File: src/rtl/mips_instr_encoder.sv
// Packs MIPS instruction fields into 32-bit words, buffers them and streams them
// into instruction memory. Optional illegal-opcode counter: MIPS_ENC_ILLEGAL_CNT_EN.
module mips_instr_encoder #(
    parameter int FIFO_DEPTH = 4,
    parameter int MEM_WORDS  = 256,
    parameter int ADDR_W     = 32
) (
    input  logic                        clk,
    input  logic                        rst,
    input  logic                        start,
    input  logic [ADDR_W-1:0]           base_addr,
    input  logic                        last,
    input  logic                        in_valid,
    output logic                        in_ready,
    input  logic [5:0]                  opcode,
    input  logic [4:0]                  rs,
    input  logic [4:0]                  rt,
    input  logic [4:0]                  rd,
    input  logic [4:0]                  shamt,
    input  logic [5:0]                  funct,
    input  logic [15:0]                 imm,
    input  logic [25:0]                 target,
    output logic                        imem_we,
    input  logic                        imem_ready,
    output logic [ADDR_W-1:0]           imem_addr,
    output logic [31:0]                 imem_wdata,
    output logic                        illegal,
    output logic                        busy,
    output logic                        done,
    output logic [$clog2(MEM_WORDS):0]  count
`ifdef MIPS_ENC_ILLEGAL_CNT_EN
    ,
    output logic [7:0]                  illegal_cnt
`endif
);

    localparam int PTR_W = $clog2(FIFO_DEPTH);
    localparam int CNT_W = $clog2(MEM_WORDS) + 1;
    localparam logic [PTR_W:0]   DEPTH_L = (PTR_W+1)'(FIFO_DEPTH);
    localparam logic [CNT_W-1:0] WORDS_L = CNT_W'(MEM_WORDS);

    typedef enum logic [1:0] {IDLE, LOAD, DRAIN, DONE} state_t;

    state_t state, state_nxt;

    logic [31:0]      mem [FIFO_DEPTH];
    logic [PTR_W-1:0] wr_ptr, rd_ptr;
    logic [PTR_W:0]   fifo_cnt;
    logic [CNT_W-1:0] accepted;
    logic [31:0]      enc;
    logic             legal, accept, push, pop, fifo_empty, start_load;

    // Supported set mirrors the main decoder: 0x00-0x0F plus the load/store group.
    always_comb begin
        legal = 1'b0;
        case (opcode)
            6'h20, 6'h21, 6'h23, 6'h24, 6'h25, 6'h28, 6'h29, 6'h2B: legal = 1'b1;
            default: legal = (opcode[5:4] == 2'b00);
        endcase
    end

    always_comb begin
        enc = {opcode, rs, rt, imm};
        case (opcode)
            6'h00:        enc = {opcode, rs, rt, rd, shamt, funct};
            6'h02, 6'h03: enc = {opcode, target};
            6'h01:        enc = {opcode, rs, 5'd0, imm};
            6'h0F:        enc = {opcode, 5'd0, rt, imm};
            default:      enc = {opcode, rs, rt, imm};
        endcase
    end

    assign fifo_empty = (fifo_cnt == '0);
    assign pop        = !fifo_empty && imem_ready;
    assign in_ready   = (state == LOAD) && ((fifo_cnt < DEPTH_L) || pop) && (accepted < WORDS_L);
    assign accept     = in_valid && in_ready;
    assign push       = accept && legal;
    assign start_load = start && ((state == IDLE) || (state == DONE));

    assign imem_we    = !fifo_empty;
    assign imem_wdata = fifo_empty ? 32'd0 : mem[rd_ptr];
    assign busy       = (state == LOAD) || (state == DRAIN);
    assign done       = (state == DONE);

    always_comb begin
        state_nxt = state;
        case (state)
            IDLE:  if (start) state_nxt = LOAD;
            LOAD:  if (last || (accepted == WORDS_L)) state_nxt = DRAIN;
            DRAIN: if (fifo_empty) state_nxt = DONE;
            DONE:  if (start) state_nxt = LOAD;
            default: state_nxt = IDLE;
        endcase
    end

    always_ff @(posedge clk or posedge rst) begin
        if (rst) state <= IDLE;
        else     state <= state_nxt;
    end

    // Storage has no reset; occupancy tracking alone decides what is valid.
    always_ff @(posedge clk) begin
        if (push) mem[wr_ptr] <= enc;
    end

    always_ff @(posedge clk or posedge rst) begin
        if (rst) begin
            wr_ptr   <= '0;
            rd_ptr   <= '0;
            fifo_cnt <= '0;
        end else begin
            if (push) wr_ptr <= wr_ptr + PTR_W'(1);
            if (pop)  rd_ptr <= rd_ptr + PTR_W'(1);
            case ({push, pop})
                2'b10:   fifo_cnt <= fifo_cnt + (PTR_W+1)'(1);
                2'b01:   fifo_cnt <= fifo_cnt - (PTR_W+1)'(1);
                default: fifo_cnt <= fifo_cnt;
            endcase
        end
    end

    always_ff @(posedge clk or posedge rst) begin
        if (rst) begin
            accepted  <= '0;
            count     <= '0;
            imem_addr <= '0;
            illegal   <= 1'b0;
        end else begin
            illegal <= accept && !legal;
            if (start_load) begin
                accepted  <= '0;
                count     <= '0;
                imem_addr <= {base_addr[ADDR_W-1:2], 2'b00};
            end else begin
                if (push) accepted <= accepted + CNT_W'(1);
                if (pop) begin
                    count     <= count + CNT_W'(1);
                    imem_addr <= imem_addr + ADDR_W'(4);
                end
            end
        end
    end

`ifdef MIPS_ENC_ILLEGAL_CNT_EN
    always_ff @(posedge clk or posedge rst) begin
        if (rst)                                       illegal_cnt <= '0;
        else if (start_load)                           illegal_cnt <= '0;
        else if (accept && !legal && illegal_cnt != 8'hFF) illegal_cnt <= illegal_cnt + 8'd1;
    end
`endif

endmodule

File: config.mk
export PLATFORM = sky130hd
export DESIGN_NAME = mips_instr_encoder
export DESIGN_NICKNAME = d
export VERILOG_FILES = /design/src/rtl/mips_instr_encoder.sv
export SDC_FILE = /design/constraint.sdc
export NUM_CORES = 1
export LEC_CHECK = 0
export ABC_AREA = 1
export BUFFER_PORTS_ARGS = -buffer_cell sky130_fd_sc_hd__buf_2
export CAP_MARGIN = 20
export CORE_MARGIN = 1
export CORE_UTILIZATION = 55
export DETAILED_ROUTE_END_ITERATION = 10
export PLACE_DENSITY = 0.8
export SYNTH_ARGS = -nofsm -noshare
export SYNTH_HDL_FRONTEND = slang
export SYNTH_SLANG_ARGS = --single-unit
File: constraint.sdc
create_clock -name clk -period 3.9 [get_ports clk]
set_input_delay 0.195 -clock clk [delete_from_list [all_inputs] [get_ports clk]]
set_output_delay 0.195 -clock clk [all_outputs]
set_load 0.02 [all_outputs]
# Yosys cells after proc, flatten, opt, wreduce, memory -nomap -nowiden

Memory sizes are Yosys's and may differ from the RTL's.
Cells that the tools add are included.

$add $sub $neg: 7
$lt $le $gt $ge: 2
Equal/unequal tests: 21
Mux-type cells: 16
Reduce and logical (&&, ||, !) cells: 24

Operator list:

| cell                    | number |
|---|---|
| $pmux W26 S4            | 1 |
| $mux W32                | 3 |
| $eq A6 B6 Y1 const B    | 8 |
| $mux W9                 | 4 |
| $add A32 B3 Y32 const B | 1 |
| $add A9 B1 Y9 const B   | 2 |
| $eq A6 B2 Y1 const B    | 2 |
| $eq A9 B9 Y1 const B    | 1 |
| $lt A9 B9 Y1 const B    | 1 |
| $reduce_or A8 Y1        | 1 |
| $logic_and A1 B1 Y1     | 7 |
| $eq A2 B2 Y1 const B    | 3 |
| $eq A6 B1 Y1 const B    | 1 |
| $eq A6 B4 Y1 const B    | 1 |
| $logic_not A6 Y1        | 1 |
| $mux W2                 | 3 |
| $pmux W2 S3             | 1 |
| $pmux W3 S2             | 1 |
| $reduce_bool A2 Y1      | 3 |
| $add A2 B1 Y2 const B   | 2 |
| $eq A2 B1 Y1 const B    | 2 |
| $logic_not A2 Y1        | 2 |
| $logic_or A1 B1 Y1      | 4 |
| $ne A2 B1 Y1 const B    | 2 |
| other kinds (9)         | 13 |

Register bits after elaboration: 60
Bits in writable memories: 128
Input bits: 112
Word-level logic and storage cells: 79
Memories kept: 1

Memory list:

| name | depth | width | rd ports | clocked after memory_dff | write ports | line | text |
|---|---|---|---|---|---|---|---|
| mem  | 4     | 32    | 1        | 0                        | 1           | 46   | `logic [31:0] mem [FIFO_DEPTH];` |

# Longest topological paths before layout

Gate-level depths: netlist of the first run.

Depth in word-level cells: 10
Depth in mapped cells: 12
Mapped depth without buffers: 11

# Worst setup path before layout of the first run

No wires, ideal clock.

Path type: flip-flop to flip-flop
Start: register state[1]
End: memory mem[0][0], enable pin
Setup time: 0.421 ns
Arrival time: 2.651 ns
Data required time: 3.479 ns
Setup slack: 0.828 ns
Stages on the path, launching flop included: 8
Path buffers: 1
Period minus slack after synthesis: 3.072 ns
Cell sequence: dfrtp_1 > inv_1 > ha_1 > o21ai_1 > nor2_2 > nand4_1 > buf_2 > nor2_1

Word-level cells in the longest chain between the ends: 7

RTL lines:

| element                          | line | text |
|---|---|---|
| start, declared                  | 44   | `state_t state, state_nxt;` |
| start signal, assigned           | 98   | `else state <= state_nxt;` |
| $eq A2 B1 Y1                     | 75   | `assign in_ready = (state == LOAD) && ((fifo_cnt < DEPTH_L) \|\| pop) && (accepted < WORDS_L);` |
| $logic_and A1 B1 Y1 (2 in a row) | 75   |  |
| named net in_ready               | 14   | `output logic in_ready,` |
| $logic_and A1 B1 Y1              | 76   | `assign accept = in_valid && in_ready;` |
| $logic_and A1 B1 Y1              | 77   | `assign push = accept && legal;` |
| $mux W1                          | 103  | `if (push) mem[wr_ptr] <= enc;` |
| $mux W1 (not written as such)    | 103  |  |
| end, declared                    | 46   |  |

The timed path passes the listed nets, and every way through them passes these cells.

# Worst setup path in the final report of the first run

Start: register state[1]
End: register fifo_cnt[1]

Word-level cells in the longest chain between the ends: 7
Elaborated cells between the ends (all ways): 9

RTL lines:

| element                                                  | line | text |
|---|---|---|
| $eq A2 B1 Y1 *                                           | 75   |  |
| $logic_and A1 B1 Y1 * (2 in a row)                       | 75   |  |
| $logic_and A1 B1 Y1 *                                    | 76   |  |
| $logic_and A1 B1 Y1 *                                    | 77   |  |
| $eq A2 B1 Y1 / $eq A2 B2 Y1 (equally long branches)      | 114  | `case ({push, pop})` |
| $pmux W3 S2 / $reduce_bool A2 Y1 (equally long branches) | n/a  |  |
| end signal, assigned                                     | 115  | `2'b10: fifo_cnt <= fifo_cnt + (PTR_W+1)'(1);` |
| end signal, assigned                                     | 116  | `2'b01: fifo_cnt <= fifo_cnt - (PTR_W+1)'(1);` |
| end signal, assigned                                     | 117  | `default: fifo_cnt <= fifo_cnt;` |
| end, declared                                            | 48   | `logic [PTR_W:0] fifo_cnt;` |

Every way passes the cells marked *; elsewhere a longest branch is shown, timed or not.
A chain may end at the register's enable or synchronous reset.

==> results.rst, run 1 <==
.. list-table::
   :header-rows: 1

   * - Metric
     - Value
   * - Number of buffers inserted by post-CTS setup repair
     - 0
   * - Clock sinks
     - about 190
   * - Startpoint of the worst-slack reg-to-reg timing path
     - state[1]$_DFFE_PP0P_
   * - Reg-to-reg setup timing slack
     - between 1 and 1.5 ns
   * - Number of cells in the design after placement
     - 1400
   * - Cell type of the slowest stage on the worst timing path
     - sky130_fd_sc_hd__nand4_1
   * - All-layer global routing usage
     - 27.2%
   * - Crit path depth
     - 9
   * - P per Cell Area
     - 722 nW/um2
   * - Combinational cell fraction of total power
     - between 40% and 50%
   * - Cell area after layout
     - 11200 um2
   * - Initial antenna violation count
     - 1
   * - Hold violation count in the final report
     - 0
   * - FF-to-FF End
     - fifo_cnt[1]$_DFFE_PP0P_
   * - Post-DP HPWL
     - ~15000 um
   * - Pin count of the biggest net entering global routing
     - 66
   * - Static Leakage
     - around 4.8 nW
   * - Cell types with the highest counts after synthesis
     - 205 x sky130_fd_sc_hd__nand2_1, 189 x sky130_fd_sc_hd__nor2_1, 128 x sky130_fd_sc_hd__edfxtp_1
   * - Worst-Margin Slew
     - 0.976 ns
   * - Die area
     - ~18000 um2
   * - Wire length of the first global-routing pass
     - ~37000 um
   * - Effective utilization at floorplan
     - 56.5%
   * - Post-DR wirelength/cell
     - between 15 and 20 um
   * - Sequential share of the synthesized area
     - 56.5%
   * - Number of synthesized flops with an enable pin
     - between 100 and 150
   * - Start point of the critical path
     - state[1]$_DFFE_PP0P_
   * - Termination of the worst setup path
     - fifo_cnt[1]$_DFFE_PP0P_
   * - Number of DRC markers after the initial detailed-route iteration
     - 742
   * - Async SR Flop Fraction
     - around 31%
   * - DRC Markers
     - 0
   * - Number of rows created at floorplan
     - 47
   * - Instance area after placement
     - 10500 um2
   * - Switching power as a share of total power
     - 44.1%
   * - Largest buffer count on any clock path
     - 2
   * - Share of the cycle needed by the critical path after routing
     - about two thirds
   * - Die boundary height
     - approximately 130 um
   * - Area overhead of the layout relative to synthesis
     - 19.2%
   * - Sequential group share of total power
     - about 34%
   * - Clk slew on worst S/H paths
     - 0.07 ns
   * - CTS buffer count
     - 17
   * - CTS H-tree depth
     - 4
   * - Wire length after detailed routing
     - 23000 um
   * - Average via count per standard cell
     - 5.43
   * - Highest cell delay on the worst timing path
     - 0.54 ns
   * - Data required, critical path
     - 4.26 ns
   * - Largest fanout on the critical path
     - 13
   * - Post-route setup TNS
     - 0 ns
   * - Final-layout worst hold slack
     - 0.0159 ns
   * - Type of origin of the critical path
     - flip-flop
   * - Count of buffering cells on the critical path with inverters included
     - 2
   * - Top-area cell type share of the netlist area
     - slightly above 40%
   * - CTS tree
     - yes
   * - Cell taking the most area after synthesis
     - sky130_fd_sc_hd__edfxtp_1
   * - Min-delay worst type
     - primary input to flip-flop
   * - Worst endpoint data arrival time
     - 3.00 ns
   * - Type of the setup path with the least slack
     - flip-flop to flip-flop
   * - Post-synthesis area per instance
     - 9.12 um2
   * - Run status
     - complete, no violations
   * - Maximum clock frequency
     - 0.380 GHz
   * - Share of post-route cells with drive strength above 1
     - 23.2%
   * - GP Congestion
     - 0.883
   * - Most used DFF post-synth
     - sky130_fd_sc_hd__edfxtp_1
   * - I/O pins
     - 190
   * - Area inside the core boundary
     - 16600 um2
   * - Final critical-path required period
     - between 2 and 3 ns
   * - Clock power frac
     - about 22%
   * - Setup repair after global routing missed its margin
     - false
   * - Int Pwr
     - 0.00451 W
   * - Final setup violation count
     - 0
   * - Peak VDD IR
     - 505 uV
   * - Synth warn
     - 0
   * - Synth unique cells
     - 41
   * - Sequence of cells on the critical path
     - inv_1 -> ha_1 -> o21ai_1 -> nor2_2 -> nand4_1 -> ha_1 -> inv_1 -> fa_1 -> o21ai_0
   * - Number of gates resized after cts
     - 0
   * - Aggregate global routing overflow
     - 0
   * - Synth Instances
     - just over 1000
   * - Net total in the final layout
     - 1334
   * - Count of state elements after synthesis
     - 186
   * - Routed vias
     - about 7800
   * - Clock network latency to the later pin of the worst-skew pair
     - 0.44 ns
   * - Total count of max-transition violations in the final report
     - 0
   * - CTS root buf
     - sky130_fd_sc_hd__clkbuf_16
   * - DIE WIDTH
     - about 130 um
   * - Slew HR
     - roughly a third
   * - Reported net switching power
     - 0.00356 W
   * - Most frequently used cell type in the post-synthesis netlist
     - sky130_fd_sc_hd__nand2_1
   * - First-pass iteration count of the detailed router
     - 5
   * - IO buf count
     - 185
   * - Kind of end point of the critical path
     - flip-flop
   * - R2r worst-path depth
     - 9
   * - Via count of the first global-routing pass
     - ~7400
   * - Final standard cell count with taps included and fillers excluded
     - 1443
   * - Number of maximum-capacitance constraint violations
     - 0
   * - Largest clock skew in the final design
     - approximately 0.0079 ns
   * - Detail Route Antenna Nets
     - 0
   * - Largest cells by area after synthesis
     - sky130_fd_sc_hd__edfxtp_1 41%, sky130_fd_sc_hd__dfrtp_1 15%, sky130_fd_sc_hd__nand2_1 8.2%
   * - Cell Area, Synth
     - between 9000 and 10000 um2
   * - Top Family by Delay on Critical Path
     - adder cells
metrics by stage:
step	total power [W]	util [%]	setup WS (ns)
5_1_grt	0.00856	67.4	1.12
3_3_place_gp	0.00614	63.0	1.41
3_5_place_dp	0.00625	63.0	1.27
2_1_floorplan	0.00517	-	0.828
6_report	0.00807	67.4	1.27
4_1_cts	0.00804	67.2	1.28
flip-flops by register name, indices dropped and copies added (netlist names):
register / cells
mem: 128
count: 9
wr_ptr: 2
illegal: 1
fifo_cnt: 3
rd_ptr: 2
accepted: 9
state: 2
imem_addr: 30
cell usage in the layout (no fill, tap or decap), types with 2 or more instances in the layout:
| cell | instances |
|---|---|
| sky130_fd_sc_hd__a21oi_1 | 42 |
| sky130_fd_sc_hd__a22o_1 | 5 |
| sky130_fd_sc_hd__a22oi_1 | 16 |
| sky130_fd_sc_hd__a31oi_1 | 2 |
| sky130_fd_sc_hd__and2_1 | 3 |
| sky130_fd_sc_hd__buf_2 | 185 |
| sky130_fd_sc_hd__buf_4 | 13 |
| sky130_fd_sc_hd__bufinv_16 | 2 |
| sky130_fd_sc_hd__clkbuf_16 | 17 |
| sky130_fd_sc_hd__clkinv_2 | 2 |
| sky130_fd_sc_hd__clkinv_4 | 2 |
| sky130_fd_sc_hd__conb_1 | 2 |
| sky130_fd_sc_hd__dfrtp_1 | 57 |
| sky130_fd_sc_hd__dlygate4sd3_1 | 9 |
| sky130_fd_sc_hd__edfxtp_1 | 128 |
| sky130_fd_sc_hd__ha_1 | 12 |
| sky130_fd_sc_hd__inv_1 | 61 |
| sky130_fd_sc_hd__inv_2 | 9 |
| sky130_fd_sc_hd__inv_6 | 5 |
| sky130_fd_sc_hd__inv_8 | 4 |
| sky130_fd_sc_hd__nand2_1 | 205 |
| sky130_fd_sc_hd__nand2_2 | 10 |
| sky130_fd_sc_hd__nand2_4 | 4 |
| sky130_fd_sc_hd__nand3_1 | 76 |
| sky130_fd_sc_hd__nand3b_1 | 4 |
| sky130_fd_sc_hd__nand4_1 | 5 |
| sky130_fd_sc_hd__nor2_1 | 185 |
| sky130_fd_sc_hd__nor2_2 | 10 |
| sky130_fd_sc_hd__nor2_4 | 11 |
| sky130_fd_sc_hd__nor2_8 | 3 |
| sky130_fd_sc_hd__nor3_1 | 6 |
| sky130_fd_sc_hd__o211ai_1 | 4 |
| sky130_fd_sc_hd__o21ai_0 | 95 |
| sky130_fd_sc_hd__o21ai_1 | 3 |
| sky130_fd_sc_hd__xnor2_1 | 4 |
| sky130_fd_sc_hd__xor2_1 | 10 |
per-layer routing:
| layer | GRT usage, % | wire (um) | vias up | part of all wire, % |
|---|---|---|---|---|
| met1 | 35.7 | 9700 | 3735 | 42 |
| met5 | 0 | 0 | - | 0 |
| met4 | 9.96 | 402 | 0 | 1.7 |
| met3 | 4.52 | 1450 | 26 | 6.3 |
| met2 | 45.8 | 11500 | 279 | 50 |
| li1 | - | - | 3792 | - |
final cells by class:
cell class	instances	area, um2
Timing Repair Buffer	208	1140
Antenna cell	1	2.50
Clock buffer	17	425
Inverter	71	269
Tap cell	220	275
Multi-Input combinational cell	725	3590
Fill cell	1273	5410
Clock inverter	15	176
Sequential cell	186	5300
worst min-delay path by stage:
stage                        from                         to  depth (start not counted)
floorplan               opcode[0]       mem[0][26]$_DFFE_PP_                          0
global placement              rst       count[8]$_DFFE_PP0P_                          2
detailed placement            rst       count[0]$_DFFE_PP0P_                          2
CTS                 base_addr[17]  imem_addr[17]$_DFFE_PP0P_                          3
global route            opcode[5]       mem[1][31]$_DFFE_PP_                          1
finish              base_addr[18]  imem_addr[18]$_DFFE_PP0P_                          3
what timing repair did:
item,CTS,global route
endpoints found under the hold margin,44,0
endpoints found under the setup margin,0,0
hold buffers,9,0
cell families after synthesis:
family                   share of synthesized area (%)
AO/OA/AOI/OAI                                     10.1
XOR/XNOR                                          1.31
adder cells (fa/ha/maj)                           1.82
buffers and inverters                             5.37
flip-flops                                        56.5
other                                           0.0400
AND/OR/NAND/NOR                                   24.9
worst register-to-register path: cells and delay by family (launching register included):
kind,cells,cell delay (ns)
compound gates,2,0.23
flops,1,0.42
simple gates,2,0.68
fa+ha+maj,3,1.05
buf+inv,2,0.17
power by group through the flow:
stage          logic [W]  clock network [W]  registers (W)
6_report         0.00356            0.00178        0.00272
5_1_grt          0.00392            0.00188        0.00276
4_1_cts          0.00353            0.00180        0.00271
3_5_place_dp     0.00350                  0        0.00275
3_3_place_gp     0.00341                  0        0.00274
2_1_floorplan    0.00228                  0        0.00289
No activity file was read; power rests on OpenSTA's default activity.
==> run 2: changes to the inputs <==
Clock period 3.9 ns to 2.45 ns, I/O delays scaled along.
==> run 2 against run 1 <==
Clock skew fell by 0.0024 ns. Clock-buffer cell count did not move. Die area unchanged. Final cell count up 2.1%. Routed wire length rose by 2.2%. Worst setup slack got worse by 1.0 ns. Combinational power up 61%. Core utilization up 1.7 points.
==> results.rst, run 2 (synthesis results as in run 1) <==
.. list-table::
   :header-rows: 1

   * - Metric
     - Value
   * - Run status
     - complete, no violations (unchanged)
   * - First-pass iteration count of the detailed router
     - 5 (unchanged)
   * - Filler Cell Count
     - 1248 (was 1273)
   * - CTS root buf
     - sky130_fd_sc_hd__clkbuf_16 (unchanged)
   * - Flip-flop count of the largest register, all copies and words added
     - 128 (unchanged)
   * - Effective utilization at floorplan
     - 56.5% (unchanged)
   * - Worst endpoint data arrival time
     - 2.07 ns (was 3.00 ns)
   * - Peak VDD IR
     - 737 uV (was 505 uV)
   * - Type of origin of the critical path
     - flip-flop (unchanged)
   * - Average via count per standard cell
     - 5.42 (was 5.43)
   * - Via count of the first global-routing pass
     - 7776 (was 7426)
   * - CTS tree
     - yes (unchanged)
   * - Instance area after placement
     - 10600 um2 (was 10500 um2)
   * - Wire length of the first global-routing pass
     - 37400 um (about the same)
   * - Final setup violation count
     - 0 (unchanged)
   * - Detail Route Antenna Nets
     - 0 (unchanged)
   * - Highest cell delay on the worst timing path
     - 0.42 ns (was 0.54 ns)
   * - Maximum clock frequency
     - 0.457 GHz
   * - Area overhead of the layout relative to synthesis
     - 22.3% (was 19.2%)
   * - Most flops, register
     - mem (unchanged)
   * - Area inside the core boundary
     - 16600 um2 (unchanged)
   * - Final-layout worst hold slack
     - 0.0135 ns (was 0.0159 ns)
   * - Area occupied by registers
     - 5300 um2 (unchanged)
   * - All-layer global routing usage
     - 27.5% (was 27.2%)
   * - Setup repair after global routing missed its margin
     - false (unchanged)
   * - Clock network latency to the later pin of the worst-skew pair
     - 0.43 ns (was 0.44 ns)
   * - Sequence of cells on the critical path
     - inv_2 -> buf_4 -> o21ai_0 -> a21oi_1 -> buf_2 (was inv_1 -> ha_1 -> o21ai_1 -> nor2_2 -> nand4_1 -> ha_1 -> inv_1 -> fa_1 -> o21ai_0)
   * - Min-delay worst type
     - primary input to flip-flop (unchanged)
   * - Die area
     - 17600 um2 (unchanged)
   * - Pin count of the biggest net entering global routing
     - 66 (unchanged)
   * - CTS H-tree depth
     - 4 (unchanged)
   * - Die boundary height
     - 133 um (unchanged)
   * - I/O pins
     - 190 (unchanged)
   * - Cell area after layout
     - 11500 um2 (was 11200 um2)
   * - Clk slew on worst S/H paths
     - 0.07 ns (about the same)
   * - Number of buffers inserted by post-CTS setup repair
     - 0 (unchanged)
   * - Post-DR wirelength/cell
     - 16.0 um (about the same)
   * - Net total in the final layout
     - 1364 (was 1334)
   * - Area of combinational cells with multiple inputs
     - 3590 um2 (unchanged)
   * - Largest buffer count on any clock path
     - 2 (unchanged)
   * - Most frequent standard cell in the layout excluding fill and tap cells
     - sky130_fd_sc_hd__nand2_1 (unchanged)
   * - Share of the cycle needed by the critical path after routing
     - 89.3%
   * - Wire length after detailed routing
     - 23500 um (was 23000 um)
   * - Largest regs
     - mem x128, imem_addr x30 (unchanged)
   * - IO buf count
     - 185 (unchanged)
   * - Largest clock skew in the final design
     - 0.00550 ns (was 0.00787 ns)
   * - Post-route setup TNS
     - 0 ns (unchanged)
   * - Slew HR
     - 65.9% (was 34.9%)
   * - DIE WIDTH
     - 133 um (unchanged)
   * - Kind of end point of the critical path
     - output port (was flip-flop)
   * - Largest fanout on the critical path
     - 27 (was 13)
   * - Clock sinks
     - 186 (unchanged)
   * - Number of maximum-capacitance constraint violations
     - 0 (unchanged)
   * - Data required, critical path
     - 2.33 ns (was 4.26 ns)
   * - Static Leakage
     - 4.97 nW (was 4.85 nW)
   * - Final critical-path required period
     - 2.19 ns
   * - Worst-Margin Slew
     - 0.510 ns (was 0.976 ns)
   * - Top Family by Delay on Critical Path
     - buffers and inverters (was adder cells)
   * - Number of rows created at floorplan
     - 47 (unchanged)
   * - Post-DP HPWL
     - 15200 um (was 14900 um)
   * - Count of buffering cells on the critical path with inverters included
     - 3 (was 2)
   * - Total count of max-transition violations in the final report
     - 0 (unchanged)
   * - Cell type of the slowest stage on the worst timing path
     - sky130_fd_sc_hd__dfrtp_2 (was sky130_fd_sc_hd__nand4_1)
   * - Hold violation count in the final report
     - 0 (unchanged)
   * - Initial antenna violation count
     - 1 (unchanged)
   * - DRC Markers
     - 0 (unchanged)
   * - CTS buffer count
     - 17 (unchanged)
   * - P per Cell Area
     - 1120 nW/um2 (was 722 nW/um2)
   * - Number of DRC markers after the initial detailed-route iteration
     - 661 (was 742)
   * - Leading cell types in the layout, fill and taps excluded
     - 205 x sky130_fd_sc_hd__nand2_1, 185 x sky130_fd_sc_hd__nor2_1, 185 x sky130_fd_sc_hd__buf_2, 128 x sky130_fd_sc_hd__edfxtp_1, 95 x sky130_fd_sc_hd__o21ai_0 (unchanged)
   * - Aggregate global routing overflow
     - 0 (unchanged)
   * - GP Congestion
     - 0.846 (was 0.883)
   * - Type of the setup path with the least slack
     - flip-flop to output port (was flip-flop to flip-flop)
   * - Share of post-route cells with drive strength above 1
     - 23.3% (was 23.2%)
   * - Routed vias
     - 7988 (was 7832)
   * - Reg-to-reg setup timing slack
     - 0.43 ns (was 1.27 ns)
run 2: cell count changes in the layout (fill, tap and decap cells not counted), sizes merged:
cell         before  now
buf             199  208
dlygate4sd3       9   30
clkinv            4    2
clkinvlp          0    2
run 2: area by class of cell:
cell class | instances | area share [%]
antenna | 1 | 0.0218
multi-input combinational | 725 | 31.3
tap | 220 | 2.40
sequential | 186 | 46.2
inverter | 71 | 2.35
timing repair buffer | 238 | 12.5
clock buffer | 17 | 3.71
clock inverter | 15 | 1.54
run 2: path summary, 6_finish.rpt:
| check | cells past startpoint | start | endpoint |
|---|---|---|---|
| max in group asynchronous | 4 | rst | rd_ptr[0]$_DFFE_PP0P_ |
| setup / recovery | 5 | rd_ptr[0]$_DFFE_PP0P_ | imem_wdata[9] |
| min in group asynchronous | 4 | rst | count[8]$_DFFE_PP0P_ |
| hold reg to reg | 1 | fifo_cnt[0]$_DFFE_PP0P_ | fifo_cnt[0]$_DFFE_PP0P_ |
| setup reg to reg | 11 | state[1]$_DFFE_PP0P_ | fifo_cnt[2]$_DFFE_PP0P_ |
| hold / removal | 5 | base_addr[2] | imem_addr[2]$_DFFE_PP0P_ |
run 2: stage by stage:
stage | power, W | utilization [%] | std cells | setup slack (ns)
after detailed placement | 0.0100 | 63.6 | 1410 | 0.449
after global routing | 0.0137 | 69.1 | 1473 | 0.151
final | 0.0129 | 69.1 | 1473 | 0.262
after floorplan | 0.00823 | - | 1028 | -0.102
after CTS | 0.0129 | 69.1 | 1472 | 0.124
after global placement | 0.00986 | 63.6 | 1410 | 0.462
run 2: where the power goes:
group / internal (W) / switching (W)
Sequential: 0.00383 / 0.000513
Combinational: 0.00184 / 0.00388
Clock: 0.00154 / 0.00126
Total: 0.00722 / 0.00566
run 2: worst min-delay path: stages:
cell	delay, ns
sky130_fd_sc_hd__buf_2	0.08
sky130_fd_sc_hd__nand2_1	0.04
sky130_fd_sc_hd__o21ai_0	0.06
sky130_fd_sc_hd__nand2_1	0.05
sky130_fd_sc_hd__o21ai_0	0.06
run 2: what timing repair did:
item                                    in CTS  in global routing
resized for setup                            0                  1
endpoints found under the setup margin       0                  1
endpoints found under the hold margin      105                  0
hold buffers                                30                  0
run 2: per-layer routing:
metal  part of all wire, %  track usage [%]  vias up
met5                     0                0        -
met4                   2.7             11.7        0
met3                   7.1             5.36       52
met2                    49             46.3      342
met1                    41             34.7     3726
li1                      -                -     3868
==> run 3: changes to the inputs <==
Settings changed: RECOVER_POWER set to 50.
==> run 3 against run 2 <==
The flow now finishes with violations (capacitance limit, slew limit). Clock skew up 0.0023 ns. Fmax up 0.69%. Critical path depth unchanged. Global-route usage unchanged. Largest power group unchanged.
==> results.rst, run 3 (synthesis results as in run 1) <==
.. list-table::
   :header-rows: 1

   * - Metric
     - Value
   * - CTS root buf
     - sky130_fd_sc_hd__clkbuf_16 (unchanged)
   * - Initial antenna violation count
     - 1 (unchanged)
   * - Largest regs
     - mem x128, imem_addr x30 (unchanged)
   * - Aggregate global routing overflow
     - 0 (unchanged)
   * - Min-delay worst type
     - primary input to flip-flop (unchanged)
   * - Largest buffer count on any clock path
     - 2 (unchanged)
   * - Cell area after layout
     - 11300 um2 (was 11500 um2)
   * - Most flops, register
     - mem (unchanged)
   * - Clock sinks
     - 186 (unchanged)
   * - Post-route setup TNS
     - 0 ns (unchanged)
   * - Type of the setup path with the least slack
     - flip-flop to output port (unchanged)
   * - DRC Markers
     - 0 (unchanged)
   * - Worst-Margin Slew
     - 1.51 ns (was 0.510 ns)
   * - GP Congestion
     - 0.846 (unchanged)
   * - Post-DR wirelength/cell
     - 16.0 um (about the same)
   * - Worst-case setup margin in the final layout
     - 0.277 ns (was 0.262 ns)
   * - Number of buffers inserted by post-CTS setup repair
     - 0 (unchanged)
   * - Run status
     - complete, but fails checks (was complete, no violations)
   * - CTS tree
     - yes (unchanged)
   * - Die area
     - 17600 um2 (unchanged)
   * - Setup repair after global routing missed its margin
     - false (unchanged)
   * - Total count of max-transition violations in the final report
     - 58 (was 0)
   * - Type of origin of the critical path
     - flip-flop (unchanged)
   * - Count of buffering cells on the critical path with inverters included
     - 3 (unchanged)
   * - CTS H-tree depth
     - 4 (unchanged)
   * - Peak VDD IR
     - 706 uV (was 737 uV)
   * - Via count of the first global-routing pass
     - 7776 (unchanged)
   * - Instance area after placement
     - 10600 um2 (unchanged)
   * - Flip-flop count of the largest register, all copies and words added
     - 128 (unchanged)
   * - Wire length after detailed routing
     - 23600 um (was 23500 um)
   * - Number of rows created at floorplan
     - 47 (unchanged)
   * - Die boundary height
     - 133 um (unchanged)
   * - IO buf count
     - 185 (unchanged)
   * - Utilization of the core after routing
     - 68.3% (was 69.1%)
   * - Highest cell delay on the worst timing path
     - 0.42 ns (about the same)
   * - DIE WIDTH
     - 133 um (unchanged)
   * - Pin count of the biggest net entering global routing
     - 66 (unchanged)
   * - Sequence of cells on the critical path
     - inv_2 -> buf_4 -> o21ai_0 -> a21oi_1 -> buf_2 (unchanged)
   * - R2r worst-path depth
     - 8 (was 11)
   * - Share of post-route cells with drive strength above 1
     - 18.4% (was 23.3%)
   * - All-layer global routing usage
     - 27.5% (unchanged)
   * - Detail Route Antenna Nets
     - 0 (unchanged)
   * - Largest clock skew in the final design
     - 0.00778 ns (was 0.00550 ns)
   * - Maximum clock frequency
     - 0.460 GHz (was 0.457 GHz)
   * - Clock network latency to the later pin of the worst-skew pair
     - 0.44 ns (was 0.43 ns)
   * - Overall power consumption
     - 0.0128 W (was 0.0129 W)
   * - Violations in the final reports
     - capacitance limit, slew limit
   * - Hold violation count in the final report
     - 0 (unchanged)
   * - Net total in the final layout
     - 1364 (unchanged)
   * - Most frequent standard cell in the layout excluding fill and tap cells
     - sky130_fd_sc_hd__nand2_1 (unchanged)
   * - Routed vias
     - 7988 (unchanged)
   * - Leading cell types in the layout, fill and taps excluded
     - 207 x sky130_fd_sc_hd__nand2_1, 189 x sky130_fd_sc_hd__nor2_1, 135 x sky130_fd_sc_hd__buf_2, 128 x sky130_fd_sc_hd__edfxtp_1, 97 x sky130_fd_sc_hd__o21ai_0 (was 205 x sky130_fd_sc_hd__nand2_1, 185 x sky130_fd_sc_hd__nor2_1, 185 x sky130_fd_sc_hd__buf_2, 128 x sky130_fd_sc_hd__edfxtp_1, 95 x sky130_fd_sc_hd__o21ai_0)
   * - Final setup violation count
     - 0 (unchanged)
   * - Top Family by Delay on Critical Path
     - buffers and inverters (unchanged)
   * - Area inside the core boundary
     - 16600 um2 (unchanged)
   * - Final critical-path required period
     - 2.17 ns (was 2.19 ns)
   * - Share of the cycle needed by the critical path after routing
     - 88.7% (was 89.3%)
   * - Number of cells on the worst hold path
     - 5 (unchanged)
   * - Largest fanout on the critical path
     - 27 (unchanged)
   * - Cell type of the slowest stage on the worst timing path
     - sky130_fd_sc_hd__dfrtp_2 (unchanged)
   * - Static Leakage
     - 4.79 nW (was 4.97 nW)
   * - Post-DP HPWL
     - 15200 um (unchanged)
   * - Slew HR
     - -0.527% (was 65.9%)
   * - Worst endpoint data arrival time
     - 2.05 ns (was 2.07 ns)
   * - Wire length of the first global-routing pass
     - 37400 um (unchanged)
   * - Average via count per standard cell
     - 5.42 (unchanged)
   * - Effective utilization at floorplan
     - 56.5% (unchanged)
   * - Clk slew on worst S/H paths
     - 0.07 ns (about the same)
   * - Number of DRC markers after the initial detailed-route iteration
     - 719 (was 661)
   * - Post-placement worst setup slack
     - 0.449 ns (unchanged)
   * - P per Cell Area
     - 1130 nW/um2 (was 1120 nW/um2)
   * - Kind of end point of the critical path
     - output port (unchanged)
   * - Crit path depth
     - 5 (unchanged)
   * - First-pass iteration count of the detailed router
     - 5 (unchanged)
   * - Number of maximum-capacitance constraint violations
     - 1 (was 0)
   * - CTS buffer count
     - 17 (unchanged)
   * - Data required, critical path
     - 2.33 ns (about the same)
   * - Area overhead of the layout relative to synthesis
     - 20.9% (was 22.3%)
   * - I/O pins
     - 190 (unchanged)
run 3: changes by cell type in the layout (fill, tap and decap cells not counted), moves of 2 or more:
cell / before / now
sky130_fd_sc_hd__clkbuf_1: 0 / 53
sky130_fd_sc_hd__buf_2: 185 / 135
sky130_fd_sc_hd__nor2_1: 185 / 189
sky130_fd_sc_hd__buf_4: 20 / 17
sky130_fd_sc_hd__nor2_2: 10 / 7
sky130_fd_sc_hd__inv_1: 61 / 63
sky130_fd_sc_hd__inv_2: 9 / 7
sky130_fd_sc_hd__nand2_1: 205 / 207
sky130_fd_sc_hd__o21ai_0: 95 / 97
sky130_fd_sc_hd__o21ai_1: 3 / 1
run 3: worst paths after layout:
path | endpoint | slack, ns | start
max reg2reg | mem[3][9]$_DFFE_PP_ | 0.33 | state[1]$_DFFE_PP0P_
max in group asynchronous | rd_ptr[0]$_DFFE_PP0P_ | 0.70 | rst
min reg2reg | fifo_cnt[0]$_DFFE_PP0P_ | 0.50 | fifo_cnt[0]$_DFFE_PP0P_
min | imem_addr[2]$_DFFE_PP0P_ | 0.009 | base_addr[2]
min in group asynchronous | count[8]$_DFFE_PP0P_ | 0.76 | rst
max | imem_wdata[9] | 0.28 | rd_ptr[0]$_DFFE_PP0P_
run 3: metrics by stage:
stage,hold WS [ns],std cells
floorplan,0.221,1028
detailed placement,0.218,1410
global route,0.0367,1473
global placement,0.207,1410
finish,0.00947,1473
CTS,0.00451,1472
run 3: area by class of cell:
type,instances,area (um2)
well taps,220,275
diodes,1,2.50
multi-input cells,725,3550
repair buffers,238,1340
fillers,1290,5250
clock buffers,17,425
inverters,71,269
clock inverters,15,176
flip-flops and latches,186,5300
run 3: worst reg2reg max path, stage by stage, from the launching register on:
cell and delay [ns]:
sky130_fd_sc_hd__dfrtp_1 0.42, sky130_fd_sc_hd__inv_1 0.07, sky130_fd_sc_hd__ha_1 0.16, sky130_fd_sc_hd__o21ai_0 0.11, sky130_fd_sc_hd__nor2_2 0.13, sky130_fd_sc_hd__nand4_1 0.12, sky130_fd_sc_hd__buf_4 0.21, sky130_fd_sc_hd__nor2_1 0.13
sky130_fd_sc_hd__clkbuf_1 0.41
run 3: layer usage:
metal	GRT usage (%)	up-vias	wire length [um]
met2	46.3	336	11500
met3	5.36	59	1660
li1	-	3871	-
met1	34.7	3722	9730
met5	0	-	0
met4	11.7	0	666
run 3: timing repair:
action	4_1_cts	5_1_grt
hold endpoints to repair	105	0
setup endpoints to repair	0	1
gates resized for setup	0	1
hold buffers	30	0
run 3: report_power, final:
group	total [W]	internal [W]	switching, W
registers	0.00435	0.00383	0.000520
clock network	0.00281	0.00154	0.00127
logic	0.00559	0.00173	0.00386
total	0.0128	0.00711	0.00565
